$ cat src/rtl/uart_io_conditioner.sv
// Board-pin conditioner for the UART SoC: switch sync + debounce with change pulse,
// RX sync (majority glitch filter when UART_RX_FILTER_EN is defined), registered TX/LEDs.
module uart_io_conditioner #(
    parameter int SW_W        = 7,
    parameter int LED_W       = 16,
    parameter int SYNC_STAGES = 2,
    parameter int DB_CYCLES   = 50000
) (
    input  logic             clk,
    input  logic             rst,
    input  logic [SW_W-1:0]  i_sw,
    input  logic             i_rx,
    input  logic             i_tx,
    input  logic [LED_W-1:0] i_led,
    output logic [SW_W-1:0]  o_sw,
    output logic             o_sw_chg,
    output logic             o_rx,
    output logic             o_tx,
    output logic [LED_W-1:0] o_led
);

    localparam int CW = $clog2(DB_CYCLES);
    localparam logic [CW-1:0] CNT_MAX = CW'(DB_CYCLES - 1);

    logic [SYNC_STAGES-1:0][SW_W-1:0] sw_sync_q;
    logic [SW_W-1:0]                  sw_sync;
    logic [SW_W-1:0]                  sw_q, sw_d;
    logic [SW_W-1:0][CW-1:0]          cnt_q, cnt_d;
    logic [SW_W-1:0]                  upd;
    logic                             chg_q;
    logic [SYNC_STAGES-1:0]           rx_sync_q;
    logic                             rx_sync;
    logic                             tx_q;
    logic [LED_W-1:0]                 led_q;

    assign sw_sync = sw_sync_q[SYNC_STAGES-1];
    assign rx_sync = rx_sync_q[SYNC_STAGES-1];

    // A channel only commits after CNT_MAX+1 consecutive cycles of disagreement.
    always_comb begin
        sw_d  = sw_q;
        cnt_d = cnt_q;
        upd   = '0;
        for (int i = 0; i < SW_W; i++) begin
            if (sw_sync[i] == sw_q[i]) begin
                cnt_d[i] = '0;
            end else if (cnt_q[i] == CNT_MAX) begin
                sw_d[i]  = sw_sync[i];
                cnt_d[i] = '0;
                upd[i]   = 1'b1;
            end else begin
                cnt_d[i] = cnt_q[i] + CW'(1);
            end
        end
    end

    always_ff @(posedge clk) begin
        if (!rst) begin
            sw_sync_q <= '0;
            sw_q      <= '0;
            cnt_q     <= '0;
            chg_q     <= 1'b0;
            rx_sync_q <= '1;
            tx_q      <= 1'b1;
            led_q     <= '0;
        end else begin
            sw_sync_q <= {sw_sync_q[SYNC_STAGES-2:0], i_sw};
            sw_q      <= sw_d;
            cnt_q     <= cnt_d;
            chg_q     <= |upd;
            rx_sync_q <= {rx_sync_q[SYNC_STAGES-2:0], i_rx};
            tx_q      <= i_tx;
            led_q     <= i_led;
        end
    end

`ifdef UART_RX_FILTER_EN
    logic [2:0] rx_filt_q;
    logic       rx_maj;
    logic       rx_q;

    assign rx_maj = (rx_filt_q[0] & rx_filt_q[1]) |
                    (rx_filt_q[0] & rx_filt_q[2]) |
                    (rx_filt_q[1] & rx_filt_q[2]);

    always_ff @(posedge clk) begin
        if (!rst) begin
            rx_filt_q <= 3'b111;
            rx_q      <= 1'b1;
        end else begin
            rx_filt_q <= {rx_filt_q[1:0], rx_sync};
            rx_q      <= rx_maj;
        end
    end

    assign o_rx = rx_q;
`else
    assign o_rx = rx_sync;
`endif

    assign o_sw     = sw_q;
    assign o_sw_chg = chg_q;
    assign o_tx     = tx_q;
    assign o_led    = led_q;

endmodule

$ cat config.mk
export PLATFORM = sky130hd
export DESIGN_NAME = uart_io_conditioner
export DESIGN_NICKNAME = d
export VERILOG_FILES = /design/src/rtl/uart_io_conditioner.sv
export SDC_FILE = /design/constraint.sdc
export NUM_CORES = 1
export LEC_CHECK = 0
export CORE_UTILIZATION = 35
export DETAILED_ROUTE_END_ITERATION = 8
export GPL_TIMING_DRIVEN = 0
export HOLD_SLACK_MARGIN = 0.08
export PLACE_DENSITY = 0.6
export SETUP_SLACK_MARGIN = 0.3
export SLEW_MARGIN = 5
export SYNTH_ARGS = -nofsm -noshare
export SYNTH_HDL_FRONTEND = slang
export SYNTH_SLANG_ARGS = --single-unit
export TNS_END_PERCENT = 30
$ cat constraint.sdc
create_clock -name clk -period 1.9 [get_ports clk]
set_input_delay 0.19 -clock clk [delete_from_list [all_inputs] [get_ports clk]]
set_output_delay 0.19 -clock clk [all_outputs]
set_load 0.02 [all_outputs]
Word-level counts from Yosys, hierarchy flattened
Cells that the tools add are included.
{"block": "word_totals", "romBits": 0, "n_memories": 0, "inputBits": 27, "latch_bits": 0, "out_inout_bits": 26, "ramBits": 0, "ff_bits": 153, "word_cells": 78}
{"block": "op_classes", "n_shift": 0, "n_eq_ne": 14, "order_cmp": 0, "div_mod_pow": 0, "n_addsub": 7, "multipliers": 0, "bitwise_logic": 8, "mux": 14, "reduce_logical": 15}
{"cell": "$add A16 B1 Y16 const B", "n": 7}
{"cell": "$eq A16 B16 Y1 const B", "n": 7}
{"cell": "$reduce_or A3 Y1", "n": 7}
{"cell": "$mux W1", "n": 14}
{"cell": "$reduce_and A2 Y1", "n": 7}
{"cell": "$not A1 Y1", "n": 8}
{"cell": "$eq A1 B1 Y1", "n": 7}
{"cell": "$reduce_or A7 Y1", "n": 1}

Longest topological paths before layout
{"block": "depth", "depth_word": 4, "mapped_depth": 6, "depth_no_buf": 5}

Least setup slack after synthesis
Ideal clock, no wire load.
{"block": "synth_path", "path_kind": "flip-flop to flip-flop", "from": "register cnt_q[75] (netlist name)", "to": "register cnt_q[79] (netlist name)", "period_less_slack_ps": 1955, "required_time_ps": 1785, "path_buffers": 1, "path_stages_with_launch": 6, "setup_time_ps": 115, "t_arrival_ps": 1840, "setup_slack_ps": -55, "cell_sequence": "dfxtp_1 > or4_1 > or4_4 > o211ai_4 > buf_6 > nor2_1"}
{"block": "synth_via", "elab_chain_cells": 2, "elab_cells_between_ends": 3, "classes_between": "add/sub: 1; eq/ne: 1; reduce/logical: 1"}
{"item": "start, declared", "line_no": "28", "source": "logic [SW_W-1:0][CW-1:0] cnt_q, cnt_d;"}
{"item": "start signal, assigned", "line_no": "69", "source": "cnt_q <= cnt_d;"}
{"item": "branches (longest 2 deep; another with $add A16 B1 Y16)"}
Several ways; the timed one is not identified.
A chain may end at the register's enable or synchronous reset.

Worst setup path in the final report
{"block": "layout_path", "from": "register cnt_q[75] (netlist name)", "to": "register cnt_q[69] (netlist name)"}
{"block": "layout_via", "elab_chain_cells": 2}
{"item": "$eq A16 B16 Y1", "line_no": "47", "source": "end else if (cnt_q[i] == CNT_MAX) begin"}
{"item": "$reduce_or A3 Y1 (no source line)"}
No other way between the ends.

==> impl_metrics.json <==
{
  "drc": 0,
  "tritoncts": "built",
  "fmax_mhz": 499,
  "final.setup.tns_ns": -1.52,
  "hold-path-endpoint": "rx_sync_q[0]$_SDFF_PN1_",
  "power.total_w": 0.00645,
  "p_clk_frac": 0.460,
  "clock-sinks": 153,
  "fin_cells": 989,
  "period_needed_ns": 2.00,
  "gp_congestion": 0.788,
  "finalHoldViolations": 0,
  "drv_slew": 0,
  "firstDrtPassIters": 6,
  "via_count": 4834,
  "peakVddDrop_v": 0.000655,
  "wire_per_inst_um": 12.9,
  "sw_frac_of_total": 0.211,
  "ctsHoldBuffers": 0,
  "h-tree-depth": 4,
  "synth_area_leaders": "dfxtp_1 50%, xor2_1 6.7%, nor2_1 6.2%",
  "arrival_ns": 2.30,
  "regArea_um2": 3110,
  "drt-initial-drc-count": 213,
  "relSlewSlack": 0.676,
  "drt_wl_total_um": 12700,
  "synth_top_area_cell": "dfxtp_1",
  "grt_start_max_net_pins": 17,
  "crit_type": "flip-flop to flip-flop",
  "multiInputGateArea_um2": 3200,
  "finClkSkew_ns": 0.00626,
  "dpl.hpwl_um": 8580,
  "worst_ep_required_time_ns": 2.20,
  "most-common-layout-cells": "122 x dfxtp_1, 90 x nor2_1, 47 x xor2_1",
  "whs_path_depth": 2,
  "setup_viol": 16,
  "fin_crit_sh": 1.05,
  "cts_buffers": 17,
  "initial_core_util": 0.357,
  "violations": "setup timing",
  "combPwrFrac": 0.034,
  "cts_root_buffer": "clkbuf_16",
  "ys_types": 35,
  "grt_use_total": 0.146,
  "routed_via_density": 4.89,
  "io_pins": 53,
  "seq_area_frac_synth": 0.498,
  "netlist_area_um2": 6150,
  "nets": 785,
  "max-clock-path-buffers": 2,
  "powerDensity_nw_per_um2": 805,
  "r2r_slack_ns": -0.10,
  "dieArea_um2": 18100,
  "ant_nets": 0,
  "rr_endpoint": "cnt_q[69]$_SDFF_PP0_",
  "gr-usage-met2": 0.239,
  "synth_cells": 661,
  "synth_nets": 695,
  "startpoint": "cnt_q[75]$_SDFF_PP0_",
  "top_usage_layer": "met2",
  "syn_area_per_cell_um2": 9.31,
  "maxCapViolCount": 0,
  "final_common_cell": "dfxtp_1",
  "seqPwrFrac": 0.506,
  "clk_pin_slew_ns": 0.06,
  "preCtsSetupSlack_ns": -0.689,
  "clk_latency_ns": 0.42,
  "tightestPinTransition_ns": 0.486,
  "syn2layout_area_growth_pct": 30.2,
  "antenna_found_initial": 0,
  "num_antenna_cells": 0,
  "yosysWarnings": 0,
  "fillCellCount": 1585,
  "port_buffers": 52,
  "p_switching_w": 0.00136,
  "end_kind": "flip-flop",
  "die_x_um": 135,
  "leakage_nw": 2.78,
  "synth_top_area_share": 0.498,
  "hp-start": "rst",
  "grt_pass1_wl_um": 21100,
  "finalWorstSetupSlack_ns": -0.104,
  "reg2reg_depth": 5,
  "layout-drive-gt1-share": 0.203,
  "die_h_um": 135,
  "grt_util_met3": 0.0507,
  "grt_pass1_vias": 4631,
  "r2r-start": "cnt_q[75]$_SDFF_PP0_",
  "hold_class": "input pin to flip-flop",
  "timing.hold.ws_ns": 0.307,
  "globalRouteOverflowTotal": 0,
  "grt_use_met1": 0.177,
  "rsz0062_at_grt": "yes",
  "p_int_w": 0.00509,
  "placedCellCount": 938,
  "cp_max_fo": 5,
  "num_rows": 48,
  "synth_seq_cells": 153,
  "startpoint_type": "flip-flop",
  "coreArea_um2": 17200,
  "status": "complete, but fails checks"
}
-- cells in the mapped netlist --
library cell  count
ha_1              7
or4bb_1           1
or4_1             8
or4_4             1
o41a_1            1
nand4_1          32
and4_1           11
nor4bb_1          6
mux2i_1           6
or3_2             1
and2_1           41
o211ai_4          1
and3_1           21
or3_1            15
nand2_1          24
nand2b_1          3
o21ai_0          16
nor4b_1           4
o22ai_1           3
buf_4             1
and4b_1           3
inv_1            11
o31ai_1           5
dfxtp_1         153
nand3_2           1
nor4_1            8
nand4b_1          2
nor3_1            7
a21oi_1          21
buf_6             1
xnor2_1          38
clkbuf_1         25
nand3_1          35
xor2_1           47
nor2_1          101
-- area by class of cell --
type	count	share of cell area
Tap cell	225	0.0352
Sequential cell	153	0.388
Buffer	27	0.0236
Multi-Input combinational cell	470	0.399
Clock inverter	9	0.00625
Clock buffer	23	0.0584
Inverter	11	0.00516
Timing Repair Buffer	71	0.0842
-- what timing repair did --
| action | CTS | global route |
|---|---|---|
| setup buffers | 7 | 10 |
| setup endpoints to repair | 111 | 103 |
| gates resized for setup | 51 | 107 |
| pin swaps | 28 | 29 |
| gates cloned | 1 | 1 |
-- power by group through the flow --
| stage | Sequential [W] | Combinational, W | Clock, W |
|---|---|---|---|
| after floorplan | 0.00336 | 0.0000576 | 0 |
| after global placement | 0.00333 | 0.000197 | 0 |
| after detailed placement | 0.00333 | 0.000200 | 0 |
| after CTS | 0.00326 | 0.000212 | 0.00304 |
| after global routing | 0.00326 | 0.000237 | 0.00321 |
| final | 0.00326 | 0.000219 | 0.00297 |
-- cell families (layout without fill, tap and decap cells) --
logic type | after synthesis | after routing | share of synthesized area
and+or+nand+nor | 325 | 325 | 0.288
muxes | 6 | 6 | 0.00976
buffers and inverters | 38 | 141 | 0.0250
adders and majority gates | 7 | 7 | 0.0142
DFF | 153 | 153 | 0.498
xor gates and xnor gates | 85 | 85 | 0.121
AOI/OAI and AO/OA | 47 | 47 | 0.0445
-- registers in the layout, indices dropped and copies added, names as in the netlist --
name	cells
o_sw_chg	1
sw_sync	7
o_led	16
cnt_q	112
rx_sync_q	2
o_tx	1
sw_sync_q	7
o_sw	7
-- worst max-delay path by stage --
stage,to,slack (ns),cells after the start
after floorplan,cnt_q[75]$_SDFF_PP0_,-0.04,5
after global placement,cnt_q[56]$_SDFF_PP0_,-0.60,7
after detailed placement,cnt_q[21]$_SDFF_PP0_,-0.69,7
after CTS,cnt_q[73]$_SDFF_PP0_,-0.11,5
after global routing,cnt_q[66]$_SDFF_PP0_,-0.14,5
final,cnt_q[69]$_SDFF_PP0_,-0.10,5
-- metal layers --
metal / share of wire / up-vias
met3: 0.040 / 18
met2: 0.47 / 81
met4: 0.017 / 0
met1: 0.47 / 2270
met5: 0 / -
li1: - / 2465
-- worst max-delay path, stage by stage, from the launching register on --
cell and delay [ns]:
dfxtp_4 0.35, or4_4 0.53, or4_4 0.55, o211ai_4 0.24
buf_4 0.17, a21oi_1 0.04
-- metrics by stage --
step,cell area (µm²),util
4_1_cts,7630,0.443
6_report,8010,0.465
3_5_place_dp,6960,0.404
2_1_floorplan,6150,-
3_3_place_gp,6960,0.404
5_1_grt,8010,0.465
Note: power is estimated with default switching activity, not from simulation.
